[src/rtl/audio_sample_fifo.sv]
// Stereo sample FIFO between an I2S receiver and a consumer: first-word fall-through,
// sticky overflow on dropped pairs, and per-channel peak-magnitude tracking.

module audio_sample_fifo #(
   parameter int DATA_WIDTH = 16,
   parameter int DEPTH      = 8
) (
   input  logic                          clk,
   input  logic                          ADCLRC,
   input  logic [DATA_WIDTH-1:0]         in_left_data,
   input  logic [DATA_WIDTH-1:0]         in_right_data,
   input  logic                          in_valid,
   output logic [DATA_WIDTH-1:0]         out_left_data,
   output logic [DATA_WIDTH-1:0]         out_right_data,
   output logic                          out_valid,
   input  logic                          out_ready,
   output logic [$clog2(DEPTH):0]        level,
   output logic                          overflow,
   input  logic                          clear_flags,
   output logic [DATA_WIDTH-2:0]         peak_left,
   output logic [DATA_WIDTH-2:0]         peak_right
);

   localparam int ADDR_W = $clog2(DEPTH);
   localparam int PTR_W  = ADDR_W + 1;

   // Magnitude of a signed sample; the most negative code saturates to the largest positive.
   function automatic logic [DATA_WIDTH-2:0] abs_sat(input logic [DATA_WIDTH-1:0] s);
      logic [DATA_WIDTH-1:0] n;
      if (s[DATA_WIDTH-1]) begin
         n = ~s + DATA_WIDTH'(1);
      end else begin
         n = s;
      end
      if (n[DATA_WIDTH-1]) begin
         abs_sat = {(DATA_WIDTH-1){1'b1}};
      end else begin
         abs_sat = n[DATA_WIDTH-2:0];
      end
   endfunction

   logic [DATA_WIDTH-1:0] mem_left_r  [DEPTH];
   logic [DATA_WIDTH-1:0] mem_right_r [DEPTH];
   logic [PTR_W-1:0]      wr_ptr_r;
   logic [PTR_W-1:0]      rd_ptr_r;
   logic                  overflow_r;
   logic [DATA_WIDTH-2:0] peak_left_r;
   logic [DATA_WIDTH-2:0] peak_right_r;

   logic                  full_s;
   logic                  empty_s;
   logic                  wr_en_s;
   logic                  rd_en_s;
   logic                  drop_s;
   logic [DATA_WIDTH-2:0] abs_left_s;
   logic [DATA_WIDTH-2:0] abs_right_s;
   logic [DATA_WIDTH-2:0] peak_left_nxt_s;
   logic [DATA_WIDTH-2:0] peak_right_nxt_s;
   logic                  overflow_nxt_s;

   assign full_s  = (wr_ptr_r[PTR_W-1] != rd_ptr_r[PTR_W-1]) &&
                    (wr_ptr_r[ADDR_W-1:0] == rd_ptr_r[ADDR_W-1:0]);
   assign empty_s = (wr_ptr_r == rd_ptr_r);

   // Write/read qualification; a write into a full FIFO is dropped even if a read frees a slot.
   always_comb begin
      wr_en_s = 1'b0;
      rd_en_s = 1'b0;
      drop_s  = 1'b0;
      if (in_valid && !full_s) begin
         wr_en_s = 1'b1;
      end else begin
         drop_s = in_valid;
      end
      if (out_ready && !empty_s) begin
         rd_en_s = 1'b1;
      end else begin
         rd_en_s = 1'b0;
      end
   end

   assign abs_left_s  = abs_sat(in_left_data);
   assign abs_right_s = abs_sat(in_right_data);

   // Flag next-state: clear is applied first, then any new overflow or accepted sample on top.
   always_comb begin
      peak_left_nxt_s  = peak_left_r;
      peak_right_nxt_s = peak_right_r;
      overflow_nxt_s   = overflow_r;
      if (clear_flags) begin
         peak_left_nxt_s  = {(DATA_WIDTH-1){1'b0}};
         peak_right_nxt_s = {(DATA_WIDTH-1){1'b0}};
         overflow_nxt_s   = 1'b0;
      end else begin
         overflow_nxt_s   = overflow_r;
      end
      if (drop_s) begin
         overflow_nxt_s = 1'b1;
      end else begin
         overflow_nxt_s = overflow_nxt_s;
      end
      if (wr_en_s && (abs_left_s > peak_left_nxt_s)) begin
         peak_left_nxt_s = abs_left_s;
      end else begin
         peak_left_nxt_s = peak_left_nxt_s;
      end
      if (wr_en_s && (abs_right_s > peak_right_nxt_s)) begin
         peak_right_nxt_s = abs_right_s;
      end else begin
         peak_right_nxt_s = peak_right_nxt_s;
      end
   end

   // Sample storage; contents are never reset because the empty flag masks the head.
   always_ff @(posedge clk) begin
      if (wr_en_s) begin
         mem_left_r[wr_ptr_r[ADDR_W-1:0]]  <= in_left_data;
         mem_right_r[wr_ptr_r[ADDR_W-1:0]] <= in_right_data;
      end
   end

   // Pointers and sticky status registers.
   always_ff @(posedge clk or negedge ADCLRC) begin
      if (!ADCLRC) begin
         wr_ptr_r     <= {PTR_W{1'b0}};
         rd_ptr_r     <= {PTR_W{1'b0}};
         overflow_r   <= 1'b0;
         peak_left_r  <= {(DATA_WIDTH-1){1'b0}};
         peak_right_r <= {(DATA_WIDTH-1){1'b0}};
      end else begin
         if (wr_en_s) begin
            wr_ptr_r <= wr_ptr_r + PTR_W'(1);
         end
         if (rd_en_s) begin
            rd_ptr_r <= rd_ptr_r + PTR_W'(1);
         end
         overflow_r   <= overflow_nxt_s;
         peak_left_r  <= peak_left_nxt_s;
         peak_right_r <= peak_right_nxt_s;
      end
   end

   // Fall-through head; forced to zero while empty so stale storage never leaks out.
   always_comb begin
      if (empty_s) begin
         out_left_data  = {DATA_WIDTH{1'b0}};
         out_right_data = {DATA_WIDTH{1'b0}};
      end else begin
         out_left_data  = mem_left_r[rd_ptr_r[ADDR_W-1:0]];
         out_right_data = mem_right_r[rd_ptr_r[ADDR_W-1:0]];
      end
   end

   assign out_valid  = !empty_s;
   assign level      = wr_ptr_r - rd_ptr_r;
   assign overflow   = overflow_r;
   assign peak_left  = peak_left_r;
   assign peak_right = peak_right_r;

   audio_sample_fifo_chk #(
      .DEPTH (DEPTH)
   ) u_chk (
      .clk       (clk),
      .ADCLRC    (ADCLRC),
      .level     (level),
      .out_valid (out_valid)
   );

endmodule

// Structural invariants of the FIFO occupancy.
module audio_sample_fifo_chk #(
   parameter int DEPTH = 8
) (
   input logic                   clk,
   input logic                   ADCLRC,
   input logic [$clog2(DEPTH):0] level,
   input logic                   out_valid
);

   localparam int LEVEL_W = $clog2(DEPTH) + 1;

   a_level_bound : assert property (@(posedge clk) disable iff (!ADCLRC)
      level <= LEVEL_W'(DEPTH));

   a_valid_level : assert property (@(posedge clk) disable iff (!ADCLRC)
      out_valid == (level != LEVEL_W'(0)));

endmodule

[config.mk]
export PLATFORM = sky130hd
export DESIGN_NAME = audio_sample_fifo
export DESIGN_NICKNAME = d
export VERILOG_FILES = /design/src/rtl/audio_sample_fifo.sv
export SDC_FILE = /design/constraint.sdc
export NUM_CORES = 1
export LEC_CHECK = 0
export BUFFER_PORTS_ARGS = -buffer_cell sky130_fd_sc_hd__buf_2
export CAP_MARGIN = 0
export CORE_MARGIN = 3
export CORE_UTILIZATION = 31
export DETAILED_ROUTE_END_ITERATION = 8
export RECOVER_POWER = 25
export SYNTH_ARGS = -nofsm -noshare
export SYNTH_HDL_FRONTEND = slang
export SYNTH_SLANG_ARGS = --single-unit
[constraint.sdc]
create_clock -name clk -period 4.5 [get_ports clk]
set_input_delay 0 -clock clk [delete_from_list [all_inputs] [get_ports clk]]
set_output_delay 0 -clock clk [all_outputs]
set_load 0.02 [all_outputs]
==> results.toml <==
[die]
coreArea_mm2 = 0.0413
die-area_mm2 = 0.0448
rows = 74
die_x_um = 212
die_h_um = 212
io_pins = 105
start_util_pct = 31.7

[cells_and_area]
area.growth.synth_to_final_pct = 19.0
nNetsFinal = 1068
antenna-diode-count = 0
layout-drive-gt1-share_pct = 23.2

[clock_network]
cts.sinks = 295
root_buffer = "clkbuf_16"
cts_tree = "built"
postCtsResizedCells = 0
insertion_delay_ns = 0.55
cts_hold_repair.buffers = 36
h-tree-depth = 1
post_cts_buffers = 0
cts_made_buffers = 29
clk_pin_slew_ns = 0.06
clockBufferDepth = 3

[power_and_ir_drop]
cellPowerDensity_mw_per_mm2 = 633
power.leakage_nw = 5.65
ir_drop_uv = 321

[logic_synthesis]
syn_area_per_cell_um2 = 15.5
synth_area_mm2 = 0.0131
synth_seq_cells = 295
syn_nets = 918
synth_edf_count = 256
synth_cell_types = 54
synth_most_common_cell = "edfxtp_1"
synth.top_cell.area_share_pct = 58.6
async_flop_share_pct = 13.2
synthCells = 843
ys_top_cells_by_count = "edfxtp_1 (256), nand2_1 (110), mux4_2 (64)"
synthFlopType = "edfxtp_1"
yosysSeqAreaShare_pct = 66.1
yosys.area.top_type = "edfxtp_1"
ys_warn_count = 0
synth.area.top_cells = "edfxtp_1 (59%), mux4_2 (11%), dfrtp_1 (7.4%)"

[route]
wl_um = 30800
drc = 0
via_count = 7471
viasPerCell = 4.84
first_pass_iters = 4
wl_per_cell_um = 19.9
drtAntennaViolNets = 0
initialDrtViolationCount = 531

[critical_path]
r2r_cells = 7
worst-path-max-fanout = 13
r2r-start = "rd_ptr_r[0]$_DFFE_PN0P_"
slowest_delay_ns = 0.53
worstPathCellList = "dlygate4sd3_1, clkbuf_1, nor4_4, and3_2, nand4b_1, and2_1, inv_1, ha_1, and3_1, a221oi_1, a21o_1, a311o_1, buf_4, mux2_2"
r2r-end = "peak_left[11]$_DFF_PN0_"
cp-end-kind = "register"
startpoint_type = "input pin"
cpMaxStageDelayCell = "dlygate4sd3_1"
r2r_slack_ns = 1.45
critical_path_class = "in -> reg"
required_ns = 4.92
arrival_ns = 4.12

[hold_path]
hp-class = "in -> async"

[sta]
min_period_ns = 3.70
skew_ns = 0.0230
fmax_mhz = 270
setup_viol = 0
fin_crit_sh_pct = 82.2
slew_headroom_pct = 31.4
hold_viol = 0
rsz0062_at_grt = "no"
whs_ns = 0.115
maxSlewViolCount = 0
setup_tns_ns = 0
tightest_slew_ns = 1.03

[global_route]
grt_pass1_vias = 7798
overflow = 0
global_route.usage.total_pct = 13.8
grt_max_degree = 69
grt_pass1_wl_um = 47500
antenna_found_initial = 0

[run_status]
status = "complete, no violations"

[placement]
gp_congestion = 0.759
post-dp-hpwl_um = 19000
port_buffers = 104

[flow_run]
cap_violations = 0
-- layer usage --
metal,up-vias,track usage (%),share of wire [%]
met5,-,0,0
met4,0,2.84,1.3
met3,31,2.06,4.8
met2,164,22.3,47
met1,3798,19.9,47
li1,3478,-,-
-- layout make-up --
cell class | count | area [µm²]
timing repair buffer | 154 | 971
sequential | 295 | 8670
clock inverter | 16 | 184
fill | 3897 | 25700
inverter | 43 | 161
multi-input combinational | 470 | 4200
clock buffer | 35 | 748
tap | 532 | 666
-- flip-flops by register name (all words and copies together) (netlist names) --
signal	count
mem_left_r	128
mem_right_r	128
overflow	1
wr_ptr_r	4
peak_left	15
rd_ptr_r	4
peak_right	15
-- layout by cell type, fill, tap and decap left out, types with 4 or more instances in the layout --
cell / count
o21ai_0: 18
edfxtp_1: 256
mux2i_1: 23
mux2_2: 10
a21o_1: 4
dlygate4sd3_1: 36
clkinv_1: 7
o31ai_1: 8
dfrtp_1: 37
and2_1: 16
clkbuf_16: 29
nand2b_1: 25
clkbuf_1: 28
nor2_4: 7
bufinv_16: 4
nand2_1: 110
a21oi_1: 45
mux4_2: 64
nor2b_1: 11
inv_1: 43
buf_4: 13
xnor2_1: 7
nand3_1: 10
ha_1: 37
nor2_1: 8
xor2_1: 17
buf_2: 82
-- kinds of logic (layout without fill, tap and decap cells) --
| kind of cell | count (synthesis) | count (layout) | synth area share (%) |
|---|---|---|---|
| xor+xnor | 25 | 25 | 1.73 |
| fa+ha+maj | 38 | 38 | 3.68 |
| buf+inv | 78 | 248 | 2.41 |
| compound gates | 94 | 94 | 4.31 |
| mux | 97 | 97 | 13.6 |
| simple gates | 216 | 216 | 8.15 |
| flops | 295 | 295 | 66.1 |
-- worst max-delay path by stage --
stage                            startpoint                          to  slack, ns
finish                     in_right_data[3]    peak_right[11]$_DFF_PN0_       0.80
global route               in_right_data[3]     peak_right[9]$_DFF_PN0_       0.54
CTS                        in_right_data[5]     peak_right[9]$_DFF_PN0_       0.91
detailed placement         in_right_data[5]     peak_right[9]$_DFF_PN0_       0.92
global placement           in_right_data[5]    peak_right[11]$_DFF_PN0_        1.0
floorplan           rd_ptr_r[1]$_DFFE_PN0P_  mem_left_r[7][0]$_DFFE_PP_       0.72
-- through the flow --
| stage | area [µm²] | total power [mW] | cells | worst slack, ns | util [%] |
|---|---|---|---|---|---|
| after floorplan | 13100 | 6.22 | 843 | 0.723 | - |
| after global placement | 14300 | 7.60 | 1458 | 0.999 | 34.7 |
| after detailed placement | 14300 | 7.63 | 1458 | 0.922 | 34.7 |
| after CTS | 15600 | 10.1 | 1545 | 0.910 | 37.8 |
| after global routing | 15600 | 10.5 | 1545 | 0.542 | 37.8 |
| final | 15600 | 9.88 | 1545 | 0.802 | 37.8 |
-- where the power goes --
part	leakage [nW]	internal (mW)	switching (mW)
combinational	2.39	1.44	2.35
clock	0.445	1.41	0.986
sequential	2.82	3.48	0.216
-- critical path: cells and delay by family --
kind / cells / cell delay, ns
and+or+nand+nor: 5 / 1.52
AOI/OAI and AO/OA: 3 / 0.86
buffers and inverters: 4 / 1.14
adders and majority gates: 1 / 0.23
muxes: 1 / 0.35
(Power assumes the default switching activity.)
